[src/rtl/fma_pkg.sv]
// -----------------------------------------------------------------------------
// fma_pkg
// Shared types and widths for the fmad mantissa datapath and the shared
// 53x27 multiplier port.
//   MANT_W  mantissa width, hidden bit included
//   HALF_W  width of one half of operand b as sent to the multiplier
//   PP_W    width of one partial product returned by the multiplier
//   PROD_W  width of the full mantissa product
// -----------------------------------------------------------------------------
package fma_pkg;

   localparam int MANT_W = 53;
   localparam int HALF_W = 27;
   localparam int PP_W   = 80;
   localparam int PROD_W = 106;

   // Request side of the shared multiplier port.
   typedef struct packed {
      logic              en;
      logic [MANT_W-1:0] req_in_1;
      logic [HALF_W-1:0] req_in_2;
   } mulit;

   // Response side of the shared multiplier port.
   typedef struct packed {
      logic [PP_W-1:0] out;
   } mulot;

   typedef enum logic [2:0] {
      IDLE,
      ISSUE0,
      ISSUE1,
      WAIT,
      ZERO
   } state_t;

   // Travels alongside each granted issue so the return can be identified.
   // half = 0 for the low half of b, 1 for the high half.
   typedef struct packed {
      logic valid;
      logic half;
   } tag_t;

endpackage

[src/rtl/mul_tag_pipe.sv]
// -----------------------------------------------------------------------------
// mul_tag_pipe
// DEPTH-stage shift register of {valid, half} tags that mirrors the latency
// of the shared multiplier, so the tag at the tail lines up with the
// matching mul_out.
// Ports:
//   clk      clock
//   reset    synchronous, active-high clear of every stage
//   tag_in   tag of the issue granted this cycle (valid=0 when none)
//   tag_out  tag whose partial product is on mul_out this cycle
// -----------------------------------------------------------------------------
module mul_tag_pipe
   import fma_pkg::*;
#(
   parameter int DEPTH = 2
)
(
   input  logic clk,
   input  logic reset,
   input  tag_t tag_in,
   output tag_t tag_out
);

   tag_t [DEPTH-1:0] pipe;

   // NOTE: every stage is cleared on reset, not just the head; a surviving
   // valid tag would pair a stale mul_out with the next operation.
   always_ff @(posedge clk) begin
      if (reset) begin
         pipe <= '0;
      end else begin
         pipe[0] <= tag_in;
         for (int i = 1; i < DEPTH; i++) begin
            pipe[i] <= pipe[i-1];
         end
      end
   end

   assign tag_out = pipe[DEPTH-1];

endmodule

[src/rtl/mant_mul_seq.sv]
// -----------------------------------------------------------------------------
// mant_mul_seq
// Computes one 53x53 mantissa product through the shared 53x27 multiplier
// port. The low and high halves of b are issued on consecutive granted
// cycles; the two tagged 80-bit partial products are recombined into a
// 106-bit product. A zero operand bypasses the multiplier entirely.
// Parameter:
//   MUL_LAT   cycles from a granted mul_en to its mul_out (1..4)
// Ports:
//   clk, reset            clock, synchronous active-high reset
//   req, a, b             start request and operands (taken when req && ready)
//   ready                 high only while idle
//   done, prod            one-cycle completion pulse; product held until next done
//   mul_en, mul_in_1/2    issue request and operands to the shared port
//   mul_gnt               the issue presented this cycle was accepted
//   mul_out               partial product, MUL_LAT cycles after a granted issue
// -----------------------------------------------------------------------------
module mant_mul_seq
   import fma_pkg::*;
#(
   parameter int MUL_LAT = 2
)
(
   input  logic              clk,
   input  logic              reset,
   input  logic              req,
   input  logic [MANT_W-1:0] a,
   input  logic [MANT_W-1:0] b,
   output logic              ready,
   output logic              done,
   output logic [PROD_W-1:0] prod,
   output logic              mul_en,
   output logic [MANT_W-1:0] mul_in_1,
   output logic [HALF_W-1:0] mul_in_2,
   input  logic              mul_gnt,
   input  logic [PP_W-1:0]   mul_out
);

   state_t            state;
   state_t            state_nxt;
   logic [MANT_W-1:0] a_r;
   logic [MANT_W-1:0] b_r;
   logic [PROD_W-1:0] acc;
   mulit              mul_req;
   mulot              mul_rsp;
   tag_t              tag_in;
   tag_t              tag_tail;
   logic              accept;
   logic              ret_lo;
   logic              ret_hi;

   assign accept      = req && (state == IDLE);
   assign mul_rsp.out = mul_out;
   assign ret_lo      = tag_tail.valid && !tag_tail.half;
   assign ret_hi      = tag_tail.valid &&  tag_tail.half;

   // ---------------------------------------------------------------- FSM ---
   // NOTE: sequential state is written with <= so every register in the
   // design updates from pre-edge values, independent of block order.
   always_ff @(posedge clk) begin
      if (reset) begin
         state <= IDLE;
      end else begin
         state <= state_nxt;
      end
   end

   // NOTE: each always_comb assigns its outputs a default first, so no path
   // through the case leaves a signal unassigned and no latch is inferred.
   always_comb begin
      state_nxt = state;
      case (state)
         IDLE:    if (accept) state_nxt = ((a == '0) || (b == '0)) ? ZERO : ISSUE0;
         ISSUE0:  if (mul_gnt) state_nxt = ISSUE1;
         ISSUE1:  if (mul_gnt) state_nxt = WAIT;
         WAIT:    if (ret_hi)  state_nxt = IDLE;
         ZERO:    state_nxt = IDLE;
         default: state_nxt = IDLE;
      endcase
   end

   always_comb begin
      ready   = 1'b0;
      mul_req = '0;
      case (state)
         IDLE:   ready = 1'b1;
         ISSUE0: begin
            mul_req.en       = 1'b1;
            mul_req.req_in_1 = a_r;
            mul_req.req_in_2 = b_r[HALF_W-1:0];
         end
         ISSUE1: begin
            // High half of b is only 26 bits; pad to the port width.
            mul_req.en       = 1'b1;
            mul_req.req_in_1 = a_r;
            mul_req.req_in_2 = {1'b0, b_r[MANT_W-1:HALF_W]};
         end
         default: ;
      endcase
   end

   assign mul_en   = mul_req.en;
   assign mul_in_1 = mul_req.req_in_1;
   assign mul_in_2 = mul_req.req_in_2;

   // ----------------------------------------------------------- operands ---
   // Captured only on acceptance; later changes on a/b are ignored.
   always_ff @(posedge clk) begin
      if (reset) begin
         a_r <= '0;
         b_r <= '0;
      end else if (accept) begin
         a_r <= a;
         b_r <= b;
      end
   end

   // ------------------------------------------------------------ tagging ---
   // A tag enters only when the port actually took the issue, so stalled
   // issue cycles leave bubbles rather than phantom returns.
   assign tag_in.valid = mul_req.en && mul_gnt;
   assign tag_in.half  = (state == ISSUE1);

   mul_tag_pipe #(
      .DEPTH (MUL_LAT)
   ) u_tag_pipe (
      .clk     (clk),
      .reset   (reset),
      .tag_in  (tag_in),
      .tag_out (tag_tail)
   );

   // ---------------------------------------------------------- recombine ---
   // prod = a*b_lo + (a*b_hi << 27); the true product fits in 106 bits.
   always_ff @(posedge clk) begin
      if (reset) begin
         acc  <= '0;
         prod <= '0;
         done <= 1'b0;
      end else begin
         done <= 1'b0;
         if (state == ZERO) begin
            prod <= '0;
            done <= 1'b1;
         end
         if (ret_lo) begin
            acc <= PROD_W'(mul_rsp.out);
         end
         if (ret_hi) begin
            prod <= acc + (PROD_W'(mul_rsp.out) << HALF_W);
            done <= 1'b1;
         end
      end
   end

endmodule
[config.mk]
export PLATFORM = sky130hd
export DESIGN_NAME = mant_mul_seq
export DESIGN_NICKNAME = d
export VERILOG_FILES = /design/src/rtl/fma_pkg.sv /design/src/rtl/mul_tag_pipe.sv /design/src/rtl/mant_mul_seq.sv
export SDC_FILE = /design/constraint.sdc
export NUM_CORES = 1
export LEC_CHECK = 0
export ABC_AREA = 1
export CORE_UTILIZATION = 55
export CTS_CLUSTER_DIAMETER = 120
export DETAILED_ROUTE_END_ITERATION = 8
export GPL_ROUTABILITY_DRIVEN = 0
export GPL_TIMING_DRIVEN = 1
export PLACE_DENSITY = 0.84
export SLEW_MARGIN = 20
export SYNTH_ARGS = -nofsm -noshare
export SYNTH_HDL_FRONTEND = slang
export SYNTH_SLANG_ARGS = --single-unit
[constraint.sdc]
create_clock -name clk -period 4.8 [get_ports clk]
set_clock_uncertainty 0.1 [all_clocks]
set_input_delay 0.96 -clock clk [delete_from_list [all_inputs] [get_ports clk]]
set_output_delay 0.96 -clock clk [all_outputs]
set_load 0.01 [all_outputs]
# == After elaboration in Yosys (flattened, before gate mapping) ==
# Index checks and enable logic that the tools add are counted.
# classes
addsub,1
reduce_logical,11
n_eq_ne,8
n_mux,12
# op_table
op,count
2-to-1 mux 106 bit,2
one-hot mux 81 bit (2 select lines),1
adder 80 x 106 -> 106 bit,1
logical NOT 53 bit,2
2-to-1 mux 3 bit,5
one-hot mux 3 bit (4 select lines),1
!= test 2 bit (second input constant),4
equality test 3 x 2 -> 1 bit (second input constant),2
logical AND 1 bit,4
AND reduction 4 bit,1
equality test 3 x 1 -> 1 bit (second input constant),1
equality test 3 bit (second input constant),1
logical NOT 3 bit,1
2-to-1 mux 1 bit,3
nonzero test 2 bit,1
logical NOT 1 bit,1
logical OR 1 bit,1
# word_totals
inputBits,190
elab_cells,42
output_inout_bits,189
regBits,300

# == Logic depth before layout (Yosys ltp) ==
# Gate-level depths: netlist (run 1).
# depth
word_depth,5
depth_mapped,16
mapped_depth_nobuf,16

# == Hierarchy ==
# Synthesis (run 1) repeated with hierarchy kept, for this count alone.
# unflattened
hier_cells,2733
hier_area_um2,17100.2
# by_module_without_submodules
module,instances,cells_per_inst,seq_area_each_um2,area_per_inst_um2
mant_mul_seq,1,2719,5925.7,16975.0
mul_tag_pipe,1,14,80.1,125.1

# == Worst setup path before layout (run 1) ==
# OpenSTA, ideal clock, no wires.
# synth_path
path_kind,input to register
startpoint,input port mul_out[0]
endpoint,register prod[55]
setup_slack_ps,2009
required_ps,4568
setup_ps,132
stages,13
path_buffers,0
t_arrival_ps,2559
cell_sequence,ha_1 > fa_1 > nand2_1 > nand3_1 > nand3_1 > nand2_2 > nand2_1 > nand2_1 > nand3_1 > nand2_1 > or2_2 > nand3_1 > a21oi_1
# synth_between
elab_chain_len,2
# synth_lines
element,line_no,text
start: declaration,mant_mul_seq.sv:36,input logic [PP_W-1:0] mul_out
adder 80 x 106 -> 106 bit,mant_mul_seq.sv:150,prod <= acc + (PROD_W'(mul_rsp.out) << HALF_W);
2-to-1 mux 106 bit,mant_mul_seq.sv:149,if (ret_hi) begin
end signal: assignment,mant_mul_seq.sv:150,
end: declaration,mant_mul_seq.sv:31,"output logic [PROD_W-1:0] prod,"
# No other way between the ends.
# A chain may end at the register's enable or synchronous reset.

# == Final worst setup path (run 1) ==
# layout_path
startpoint,register state[2]
endpoint,output port mul_in_1[20]
# layout_between
elab_chain_len,2
word_cells_on_any_way,3
classes_between,2 x eq/ne; 1 x mux
# layout_lines
element,line_no,text
start: declaration,mant_mul_seq.sv:39,state_t state;
start signal: assignment,mant_mul_seq.sv:64,state <= state_nxt;
equality test 3 x 2 -> 1 bit / equality test 3 x 1 -> 1 bit (equally long branches),mant_mul_seq.sv:85,case (state)
one-hot mux 81 bit (2 select lines) (*),mant_mul_seq.sv:85,
end: declaration,mant_mul_seq.sv:33,"output logic [MANT_W-1:0] mul_in_1,"
# Mark *: on every way between the ends. The rest lies on a longest branch, timed or not.

==> results of run 1 <==
sequential cells by signal (all words and copies together), names as in the netlist:
name and flops:
u_tag_pipe.pipe 2, state 3, done 1, a_r 53, acc 80, prod 106, b_r 53, u_tag_pipe.tag_out 2
cell usage in the layout (no fill, tap or decap), drive strengths merged:
| cell type | instances |
|---|---|
| bufinv | 2 |
| clkbuf | 44 |
| or2 | 13 |
| or3 | 1 |
| diode | 2 |
| nand4 | 18 |
| o211ai | 1 |
| or4 | 1 |
| nor3 | 24 |
| o22ai | 26 |
| nand3b | 11 |
| o21ai | 42 |
| a21oi | 232 |
| clkdlybuf4s50 | 377 |
| and2 | 4 |
| dfxtp | 300 |
| buf | 13 |
| ha | 53 |
| nor2 | 334 |
| nand3 | 118 |
| nor4 | 29 |
| a21o | 2 |
| fa | 1 |
| inv | 435 |
| clkinv | 14 |
| a211oi | 128 |
| o21bai | 4 |
| o21a | 1 |
| nand2 | 845 |
stage by stage:
stage	utilization, %	hold slack, ps	std cells
4_1_cts	72.74	307.3	3469
3_3_place_gp	68.97	290.4	3407
3_5_place_dp	68.97	299.8	3407
2_1_floorplan	-	288.3	2725
6_report	72.76	302.6	3471
5_1_grt	72.75	325.5	3469
worst reg2reg max path, cell delays in order, from the launching register on:
cell     delay, ps
dfxtp_1        330
ha_1           430
nand2_1        190
nor2_2         160
inv_2           70
nor2_2         130
inv_1           80
nor2_2          70
nand2_1        200
nand3_2        220
nand2_2         80
nand2_2        120
nand2_1         60
nand3_1        250
a21oi_1        110
power by group:
group | switching, uW | leakage, uW | internal (uW)
Combinational | 1470 | 0.00651 | 900
Clock | 1120 | 0.000582 | 1560
Sequential | 116 | 0.00244 | 2800
Total | 2710 | 0.00953 | 5250
logic make-up (layout without fill, tap and decap cells):
logic type | Yosys count | count (layout) | synth area share [%]
AOI/OAI and AO/OA | 436 | 436 | 14.93
adders and majority gates | 54 | 54 | 3.981
other | 0 | 2 | 0
buffers and inverters | 537 | 885 | 11.88
and+or+nand+nor | 1398 | 1398 | 34.21
DFF | 300 | 300 | 35.00
area by class of cell:
cell class	count	area, um^2
clock buffers	44	969.7
repair buffers	390	3891
diodes	2	5.005
multi-input cells	1888	9131
fillers	2541	8353
inverters	433	1633
flip-flops and latches	300	6006
well taps	396	495.5
clock inverters	18	185.2
worst paths after layout:
| kind | to | slack, ps |
|---|---|---|
| max | mul_in_1[20] | 680 |
| min | u_tag_pipe.tag_out[0] | 300 |
| max reg2reg | prod[85] | 2040 |
| min reg2reg | u_tag_pipe.tag_out[0] | 300 |
per-layer routing:
metal | GRT usage [%] | wire length (um)
met5 | 0 | 0
met2 | 61.93 | 27740
met4 | 26.98 | 4847
met3 | 11.06 | 7662
met1 | 46.77 | 23580
==> flow_summary.ini, run 1 <==
[synthesis]
netlist_area_um2 = 17160
async_flop_share_pct = 0
synth_ff_type = dfxtp_1
synth_common_cells = 824 x nand2_1, 415 x inv_1, 304 x nor2_1
synth_edf_count = 0
synth_cell_types = 36
synth_area_leaders = dfxtp_1 35%, nand2_1 18%, inv_1 9.1%
synth_most_common_cell = nand2_1
syn_nets = 2969
syn_area_per_cell_um2 = 6.298
synth_top_area_cell = dfxtp_1
ys_ff_latch = 300
yosysWarnings = 0
synth.top_cell.area_share_pct = 35.00
yosysSeqAreaShare_pct = 35.00
synth_cells = 2725

[clocking]
cts_tree = done
clk_path_buf_depth = 3
postCtsSetupRepairBufs = 0
cts_root_buf = clkbuf_16
cts.sinks = 300
htree_levels = 2
numCtsBuffers = 35
clock_latency_ps = 540
cts-resized-gates = 0
clk_pin_slew_ps = 60
ctsHoldBuffers = 0

[sta]
finalCritPeriodShare_pct = 85.86
setup_viol = 0
fin_tns_setup_ps = 0
slew_viol_final = 0
slew_headroom_pct = 22.29
postLayoutSetupSlackWorst_ps = 678.6
max_slew.worst_pin.slew_ps = 1166
min_period_ps = 4121
final-hold-violation-count = 0
rsz0062_at_grt = false
fmax_mhz = 242.6

[critical_path]
slowest_stage = clkdlybuf4s50_1
crit_path_start_kind = register
crit_fanout = 37
worstPathArrival_ps = 3060
worstReg2RegStart = acc[50]
required_ps = 3740
reg2reg_depth = 14
crit_start = state[2]
path_buf_inv = 5
critical_path.most_common_cell = buf_4
path_cells = inv_1, nand3b_1, buf_4, nand2_1, inv_2, buf_4, nor2_1, clkdlybuf4s50_1
crit_family = buffers and inverters
end_kind = output pin
path_depth = 8
cp_slowest_stage_delay_ps = 510
crit_type = register to output pin

[grt]
grt_pass1_vias = 18610
grt_max_degree = 178
grt_pass1_wl_mm = 96.97
grt_util_all_layers_pct = 39.51
overflow = 0
antenna_found_initial = 0

[hold_path]
worstHoldPathType = register to register
whs_path_depth = 2
worstHoldStart = u_tag_pipe.pipe[0]

[power]
vdd_drop_max_v = 0.0003610
powerDensity_nw_per_um2 = 356.8
total_power_uw = 7962
p_leak_uw = 0.009530

[final_layout]
nNetsFinal = 3292
design_area_um2 = 22320
drive_above_1_share_pct = 5.630
syn_to_final_growth_pct = 30.04

[detailed_routing]
drc = 0
num_vias = 19530
first_pass_iters = 8
drt-wirelength-per-cell_um = 18.39
viasPerCell = 5.625
antenna_left = 0
first_iter_violations = 2258
drt_wl_total_mm = 63.83

[placed_design]
dpl.hpwl_mm = 47.65
port_buffers = 378
pre_cts_ws_ps = 1089
placed_area_um2 = 21150

[floorplan]
die_h_um = 178.6
die_area_um2 = 31910
rows = 64
die_w_um = 178.6
initial_core_util_pct = 55.96
pin_count = 379
core_um2 = 30670

[status]
status = finished clean

[run]
max_cap_violations = 0
(Power assumes the default switching activity.)
==> run 2: changes to the inputs <==
- CORE_UTILIZATION: 55 -> 40
- PLACE_DENSITY: 0.84 -> 0.64
==> run 2 against run 1 <==
Sequential share of layout area decreased by 0.30 points. Sequential power is essentially flat. Via count is 3.4% lower. Worst setup slack improved by 13 ps. Largest power group unchanged. Die area grew 37%. Hold slack worse by 1.1 ps. First-iteration DRC count fell by 31%.
==> flow_summary.ini, run 2 (same netlist as run 1, synthesis figures left out) <==
[sta]
setup_viol = 0
slew_viol_final = 0
slew_headroom_pct = 25.79
rsz0062_at_grt = false
max_slew.worst_pin.slew_ps = 1113
fin_tns_setup_ps = 0
final-hold-violation-count = 0
finalCritPeriodShare_pct = 85.59
min_period_ps = 4109
fmax_mhz = 243.4

[floorplan]
initial_core_util_pct = 40.73
core_um2 = 42130
rows = 75
die_area_um2 = 43740
die_h_um = 209.1
die_w_um = 209.1
pin_count = 379

[final_layout]
largest_reg_flops = 106
syn_to_final_growth_pct = 31.50
nNetsFinal = 3290
postLayoutCoreUtil_pct = 53.56
final_common_cell = nand2_1
fill_cells = 4202
top_regs = prod x106, acc x80
drive_above_1_share_pct = 5.536
final_cell_mix = 824 x nand2_1, 415 x inv_1, 377 x clkdlybuf4s50_1
top_register = prod

[critical_path]
crit_fanout = 55
required_ps = 3740
reg2reg_to = prod[90]
r2r_slack_ps = 1990
reg2reg_depth = 14
path_cells = inv_1, nand3b_1, buf_4, nand2_1, inv_2, nor2_1, clkdlybuf4s50_1
crit_start = state[2]
end_kind = output pin
crit_path_start_kind = register
cp_slowest_stage_delay_ps = 720
worstPathArrival_ps = 3050
slowest_stage = inv_2
setup.worst_path.end = mul_in_1[31]
crit_type = register to output pin
worstReg2RegStart = acc[38]

[clocking]
cts-resized-gates = 0
cts.sinks = 300
clk_pin_slew_ps = 60
clk_path_buf_depth = 3
cts_root_buf = clkbuf_16
ctsHoldBuffers = 0
htree_levels = 2
numCtsBuffers = 35
clock_latency_ps = 560
postCtsSetupRepairBufs = 0
cts_tree = done

[grt]
grt_util_all_layers_pct = 29.99
overflow = 0
grt_pass1_vias = 18040
antenna_found_initial = 4
grt_pass1_wl_mm = 101.1
grt_max_degree = 165

[detailed_routing]
antenna_left = 0
viasPerCell = 5.221
drc = 0
drt-wirelength-per-cell_um = 18.42
first_pass_iters = 6
num_vias = 18860
first_iter_violations = 1550
drt_wl_total_mm = 66.55

[run]
max_cap_violations = 0

[power]
p_switching_uw = 2711
powerDensity_nw_per_um2 = 360.9
vdd_drop_max_v = 0.0004186
intPower_uw = 5434
power_frac_comb_pct = 28.9
p_leak_uw = 0.009551
p_seq_share_pct = 35.7
total_power_uw = 8145
power.share.clock_pct = 35.4
swShare_pct = 33.28

[placed_design]
port_buffers = 378
dpl.hpwl_mm = 51.50

[status]
status = finished clean

[hold_path]
worstHoldPathType = register to register
==> run 2: metrics by stage <==
stage	std cells	hold WS, ps	cell area (um^2)	setup WS (ps)
final	3613	301.6	22570	691.5
after global routing	3610	311.0	22560	411.8
after CTS	3610	302.5	22560	656.1
after detailed placement	3548	294.0	21330	975.0
after global placement	3548	291.5	21330	972.4
after floorplan	2725	288.3	17160	2009
==> run 2: critical path, delay by kind of cell (launching register included) <==
family / cells / cell delay (ps)
buf+inv: 4 / 1680
flops: 1 / 410
simple gates: 3 / 370
==> run 2: worst min-delay path by stage <==
stage / from / to / slack [ps] / cells after the start
after floorplan: u_tag_pipe.pipe[0] / u_tag_pipe.tag_out[0] / 290 / 2
after global placement: u_tag_pipe.pipe[0] / u_tag_pipe.tag_out[0] / 290 / 2
after detailed placement: u_tag_pipe.pipe[0] / u_tag_pipe.tag_out[0] / 290 / 2
after CTS: u_tag_pipe.pipe[0] / u_tag_pipe.tag_out[0] / 300 / 2
after global routing: u_tag_pipe.pipe[0] / u_tag_pipe.tag_out[0] / 310 / 2
final: u_tag_pipe.pipe[1] / u_tag_pipe.tag_out[1] / 300 / 2
==> run 2: final cells by class <==
class,instances,area [um^2],area share (%)
Antenna cell,3,7.507,0.03326
Clock buffer,46,998.5,4.424
Clock inverter,16,230.2,1.020
Inverter,433,1632,7.230
Multi-Input combinational cell,1888,9131,40.46
Sequential cell,300,6006,26.61
Tap cell,539,674.4,2.988
Timing Repair Buffer,388,3889,17.23
==> run 2: routing by layer <==
metal	part of all wire, %	vias up	global-route usage [%]
met3	8.9	198	6.793
li1	-	9319	-
met4	5.5	4	16.38
met5	0.038	-	0
met2	45	856	48.92
met1	41	8485	36.58
==> run 2: power groups by stage <==
stage / registers (uW) / clock network, uW / logic, uW
floorplan: 2920 / 0 / 1410
global placement: 2950 / 0 / 2300
detailed placement: 2960 / 0 / 2320
CTS: 2910 / 2940 / 2340
global route: 2940 / 3040 / 2590
finish: 2910 / 2880 / 2350
